[config.mk]
export PLATFORM = sky130hd
export DESIGN_NAME = traffic_phase_scheduler
export DESIGN_NICKNAME = d
export VERILOG_FILES = /design/src/rtl/traffic_pkg.sv /design/src/rtl/traffic_phase_scheduler_dwell_timer.sv /design/src/rtl/traffic_phase_scheduler.sv
export SDC_FILE = /design/constraint.sdc
export NUM_CORES = 1
export LEC_CHECK = 0
export CAP_MARGIN = 25
export CORE_MARGIN = 5
export CORE_UTILIZATION = 58
export CTS_BUF_LIST = sky130_fd_sc_hd__clkbuf_8
export DETAILED_ROUTE_END_ITERATION = 16
export PLACE_DENSITY = 0.87
export SLEW_MARGIN = 25
export SYNTH_ARGS = -nofsm -noshare
export SYNTH_HDL_FRONTEND = slang
export SYNTH_SLANG_ARGS = --single-unit
[constraint.sdc]
create_clock -name clk -period 4.45 [get_ports clk]
set_input_delay 0.6675 -clock clk [delete_from_list [all_inputs] [get_ports clk]]
set_output_delay 0.6675 -clock clk [all_outputs]
set_load 0.005 [all_outputs]
[src/rtl/traffic_pkg.sv]
// Shared definitions for the intersection phase scheduler: phase encoding,
// lamp codes and the round-robin approach search.
package traffic_pkg;

   typedef enum logic [1:0] {
      S_GREEN  = 2'd0,
      S_YELLOW = 2'd1,
      S_ALLRED = 2'd2
   } phase_t;

   localparam logic [1:0] LAMP_RED = 2'b00;
   localparam logic [1:0] LAMP_YEL = 2'b01;
   localparam logic [1:0] LAMP_GRN = 2'b10;

   // Search starts one past the last holder and wraps back to it, so the
   // nearest requester in rotation order wins.
   function automatic logic [1:0] rr_next(input logic [3:0] req, input logic [1:0] last);
      logic [1:0] idx;
      rr_next = last;
      for (int k = 4; k >= 1; k--) begin
         idx = last + 2'(k);
         if (req[idx]) rr_next = idx;
      end
   endfunction

endpackage

[src/rtl/traffic_phase_scheduler_dwell_timer.sv]
// Phase dwell counter: synchronous clear, advances on tick, saturates at all-ones.
module dwell_timer #(
   parameter int CNT_W = 8
) (
   input  logic             clk,
   input  logic             rst_n,
   input  logic             clr,
   input  logic             tick,
   output logic [CNT_W-1:0] count
);

   always_ff @(posedge clk) begin
      if (!rst_n || clr) begin
         count <= '0;
      end else if (tick && (count != {CNT_W{1'b1}})) begin
         count <= count + 1'b1;
      end
   end

endmodule

[src/rtl/traffic_phase_scheduler.sv]
// Four-approach phase scheduler: GREEN -> YELLOW -> ALL_RED per approach,
// round-robin selection from vehicle requests, with emergency preemption.
module traffic_phase_scheduler
   import traffic_pkg::*;
#(
   parameter int CNT_W     = 8,
   parameter int MIN_GREEN = 8,
   parameter int MAX_GREEN = 40,
   parameter int YELLOW    = 4,
   parameter int ALL_RED   = 2
) (
   input  logic       clk,
   input  logic       rst_n,
   input  logic       tick,
   input  logic [3:0] req,
   input  logic       preempt_valid,
   input  logic [1:0] preempt_id,
   output logic [1:0] grant,
   output logic [7:0] lamp,
   output logic [1:0] phase,
   output logic       preempt_ack
);

   localparam logic [CNT_W-1:0] MIN_G_T = CNT_W'(MIN_GREEN);
   localparam logic [CNT_W-1:0] MAX_G_T = CNT_W'(MAX_GREEN);
   localparam logic [CNT_W-1:0] YEL_T   = CNT_W'(YELLOW);
   localparam logic [CNT_W-1:0] RED_T   = CNT_W'(ALL_RED);

   phase_t           state;
   phase_t           state_next;
   logic [1:0]       grant_next;
   logic             pending;
   logic [1:0]       pend_id;
   logic             pend_clr;
   logic             ack_next;
   logic             other;
   logic             timer_clr;
   logic [CNT_W-1:0] timer;

   dwell_timer #(.CNT_W(CNT_W)) u_timer (
      .clk   (clk),
      .rst_n (rst_n),
      .clr   (timer_clr),
      .tick  (tick),
      .count (timer)
   );

   always_comb begin
      state_next = state;
      grant_next = grant;
      pend_clr   = 1'b0;
      ack_next   = 1'b0;
      other      = |(req & ~(4'b0001 << grant));
      case (state)
         S_ALLRED: begin
            if (timer >= RED_T) begin
               if (pending) begin
                  state_next = S_GREEN;
                  grant_next = pend_id;
                  pend_clr   = 1'b1;
                  ack_next   = 1'b1;
               end else if (|req) begin
                  state_next = S_GREEN;
                  grant_next = rr_next(req, grant);
               end
            end
         end
         S_GREEN: begin
            // A preemption for the approach already green is confirmed in place.
            if (pending && (pend_id != grant)) begin
               state_next = S_YELLOW;
            end else if (pending) begin
               pend_clr = 1'b1;
               ack_next = 1'b1;
            end else if (other && (((timer >= MIN_G_T) && !req[grant]) || (timer >= MAX_G_T))) begin
               state_next = S_YELLOW;
            end
         end
         S_YELLOW: begin
            if (timer >= YEL_T) state_next = S_ALLRED;
         end
         default: state_next = S_ALLRED;
      endcase
      timer_clr = (state_next != state);
   end

   always_ff @(posedge clk) begin
      if (!rst_n) begin
         state       <= S_ALLRED;
         grant       <= 2'd3;
         pending     <= 1'b0;
         pend_id     <= 2'd0;
         preempt_ack <= 1'b0;
      end else begin
         state       <= state_next;
         grant       <= grant_next;
         preempt_ack <= ack_next;
         if (pend_clr) begin
            pending <= 1'b0;
         end else if (!pending && preempt_valid) begin
            pending <= 1'b1;
            pend_id <= preempt_id;
         end
      end
   end

   always_comb begin
      lamp = 8'h00;
      case (state)
         S_GREEN:  lamp[{grant, 1'b0} +: 2] = LAMP_GRN;
         S_YELLOW: lamp[{grant, 1'b0} +: 2] = LAMP_YEL;
         default:  lamp = 8'h00;
      endcase
   end

   assign phase = state;

endmodule

==> impl_metrics.py <==
metrics = {
    "power": {
        "p_leak_uw": 0.0006280,
        "power.density_nw_per_um2": 343.8,
        "vdd_drop_max_mv": 0.2554,
    },
    "setup_path": {
        "cp.arrival_ns": 2.57,
        "endpoint_kind": "output port",
        "critPathTopFamily": "buffers and inverters",
        "worstPathCellList": "inv_1 > ha_1 > inv_1 > nor2_1 > nand4b_1 > nor2_1 > clkdlybuf4s50_1",
        "r2r_slack_ns": 2.17,
        "cp.required_ns": 3.78,
        "crit_type": "flop to output port",
        "path_max_fanout": 14,
        "startpoint_type": "flop",
        "critPathSlowestCell": "dfxtp_1",
        "cp_slowest_stage_delay_ns": 0.68,
        "setup.worst_path.start": "grant[1]",
        "critPathBufInv": 3,
        "reg2reg_from": "grant[1]",
    },
    "route": {
        "vias_per_cell": 6.177,
        "first_pass_iters": 4,
        "drc": 0,
        "met2_length_mm": 1.502,
        "met3_length_um": 189,
        "top_layer_used": "met4",
        "ant_nets": 0,
        "post_drt_wl_per_cell_um": 14.65,
        "vias": 1291,
        "drt_iter0_drc": 27,
        "drt-met1-wl_mm": 1.359,
        "wirelength_mm": 3.062,
    },
    "synthesis": {
        "synth_area_um2": 1300,
        "synth_edf_count": 0,
        "avgSynthCellArea_um2": 8.176,
        "synth_fa_ha_area_frac": 0.1145,
        "syn_inst": 159,
        "ys_types": 43,
        "yosys_warnings": 0,
        "synth_mux_area_frac": 0.09240,
        "synth_top_family_by_area": "simple AND/OR/NAND/NOR gates",
        "async_flop_share": 0,
        "synth_nets": 180,
        "synth_flop_cell": "dfxtp_1",
        "synth_compound_area_frac": 0.1059,
        "synth_seq_cells": 16,
        "yosysSeqAreaShare": 0.2464,
        "synthSimpleGateAreaFrac": 0.3455,
        "synth_xor_area_frac": 0.04716,
    },
    "timing": {
        "hold_ws_ns": 0.5745,
        "finalClockSkew_ns": 0.003232,
        "setup_viol": 0,
        "min_period_ns": 3.238,
        "hold_viol": 0,
        "rsz0062_at_grt": "false",
        "timing.final.crit_share": 0.7276,
        "drv_slew": 0,
        "fin_setup_tns_ns": 0,
        "max_clock_freq_mhz": 308.9,
        "slew_headroom": 0.5827,
        "max_slew.worst_pin.slew_ns": 0.6218,
    },
    "die": {
        "initial_core_util": 0.5992,
        "fp.dieArea_um2": 3288,
        "core_um2": 2170,
        "io_pins": 23,
        "rows": 17,
        "die_y_um": 57.35,
        "die_x_um": 57.35,
    },
    "run": {
        "cap_violations": 0,
    },
    "status": {
        "status": "finished, final reports clean",
    },
    "clock_tree": {
        "root_buffer": "clkbuf_8",
        "cts_setup_buffers": 0,
        "cts.sinks": 16,
        "cts_hold_repair.buffers": 0,
        "cts_buffer_depth": 2,
        "cts_made_buffers": 3,
        "worstSkewPairLatency_ns": 0.25,
        "path_clk_slew_ns": 0.06,
        "ctsResizeCount": 0,
        "htree_num_levels": 1,
        "cts_tree": "done",
    },
    "placed_design": {
        "io_buffers": 22,
        "dpl_cell_area_um2": 1541,
        "place_congestion": 0.8012,
        "dp_hpwl_mm": 2.341,
    },
    "min_path": {
        "holdCritStartpoint": "pend_id[1]",
        "hp-class": "flop to flop",
    },
    "layout": {
        "area_growth_pct": 22.81,
        "final_cell_area_um2": 1597,
        "antennaDiodeCount": 0,
        "drive_gt1_frac": 0.07182,
        "fin_nets": 203,
    },
    "grt": {
        "grt_pass1_vias": 1163,
        "grt_max_degree": 19,
        "grt_first_pass_wirelength_mm": 4.968,
        "gr-total-overflow": 0,
        "antenna_found_initial": 0,
        "grt_usage": 0.1873,
    },
}
## registers in the layout (all words and copies together), names as in the netlist
name / count
grant: 2
pending: 1
pend_id: 2
u_timer.count: 8
phase: 2
preempt_ack: 1
## Yosys cell counts (all sizes together) (2+ instances only)
| cell type | n | area, um^2 |
|---|---|---|
| nor3b | 2 | 15.01 |
| o31ai | 2 | 15.01 |
| nor3 | 14 | 70.07 |
| nor2 | 15 | 56.30 |
| nand2 | 5 | 18.77 |
| nand4 | 2 | 12.51 |
| nand2b | 4 | 25.02 |
| o21ai | 10 | 50.04 |
| and3 | 4 | 30.03 |
| nor2b | 4 | 25.02 |
| xor2 | 2 | 17.52 |
| or4 | 2 | 15.01 |
| a211oi | 2 | 15.01 |
| mux2i | 6 | 60.06 |
| nand3 | 6 | 30.03 |
| ha | 11 | 137.6 |
| nor4 | 10 | 77.57 |
| dfxtp | 16 | 320.3 |
| inv | 11 | 41.29 |
| xnor2 | 5 | 43.79 |
| buf | 2 | 10.01 |
| clkbuf | 3 | 11.26 |
| or3 | 3 | 18.77 |
| a21oi | 2 | 10.01 |
| mux4 | 2 | 48.80 |
## area by class of cell
| class | count | area [um^2] |
|---|---|---|
| Clock buffer | 4 | 55.05 |
| Fill cell | 182 | 573.1 |
| Inverter | 11 | 41.29 |
| Multi-Input combinational cell | 127 | 917.1 |
| Sequential cell | 16 | 320.3 |
| Tap cell | 28 | 35.03 |
| Timing Repair Buffer | 23 | 227.7 |
## power breakdown
group	switching [uW]	internal (uW)	leakage [uW]
logic	122	110	0.000469
registers	31.4	159	0.000130
clock network	48.9	78.4	0.0000288
## cell families after synthesis
kind of cell | Yosys count
xor gates and xnor gates | 7
adders and majority gates | 12
muxes | 9
and+or+nand+nor | 77
buffers and inverters | 16
AOI/OAI and AO/OA | 22
DFF | 16
## worst min-delay path, delay by kind of cell (launching register included)
family           cells  cell delay (ns)
and+or+nand+nor      1             0.06
muxes                1             0.14
DFF                  1             0.33
## path summary, 6_finish.rpt
kind         cells after the start    endpoint
max                              7     lamp[3]
max reg2reg                      6    grant[0]
min                              2  pend_id[1]
min reg2reg                      2  pend_id[1]
## cells in the final DEF, fill, tap and decap left out, types with 3 or more instances in the layout
cell type	instances
xnor2_1	5
and3_1	3
inv_1	11
o21ai_0	9
clkdlybuf4s50_1	22
clkbuf_8	4
nor4_1	9
nor2_1	15
nand2_1	5
dfxtp_1	16
nand2b_1	4
nand3_1	6
nor2b_1	4
or3_1	3
ha_1	11
nor3_1	14
mux2i_1	6
## per-layer routing
metal | GRT usage | vias up
met2 | 0.3339 | 50
met4 | 0.03642 | 0
met5 | 0 | -
met1 | 0.2276 | 610
met3 | 0.04525 | 2
li1 | - | 629
## through the flow
step	worst slack, ns	total power (uW)	utilization	std cells
after global placement	1.590	409.2	0.7105	205
after global routing	1.086	585.7	0.7359	209
after detailed placement	1.529	418.6	0.7105	205
final	1.212	548.9	0.7359	209
after floorplan	2.125	346.8	-	159
after CTS	1.253	549.6	0.7359	209
(Power assumes the default switching activity.)
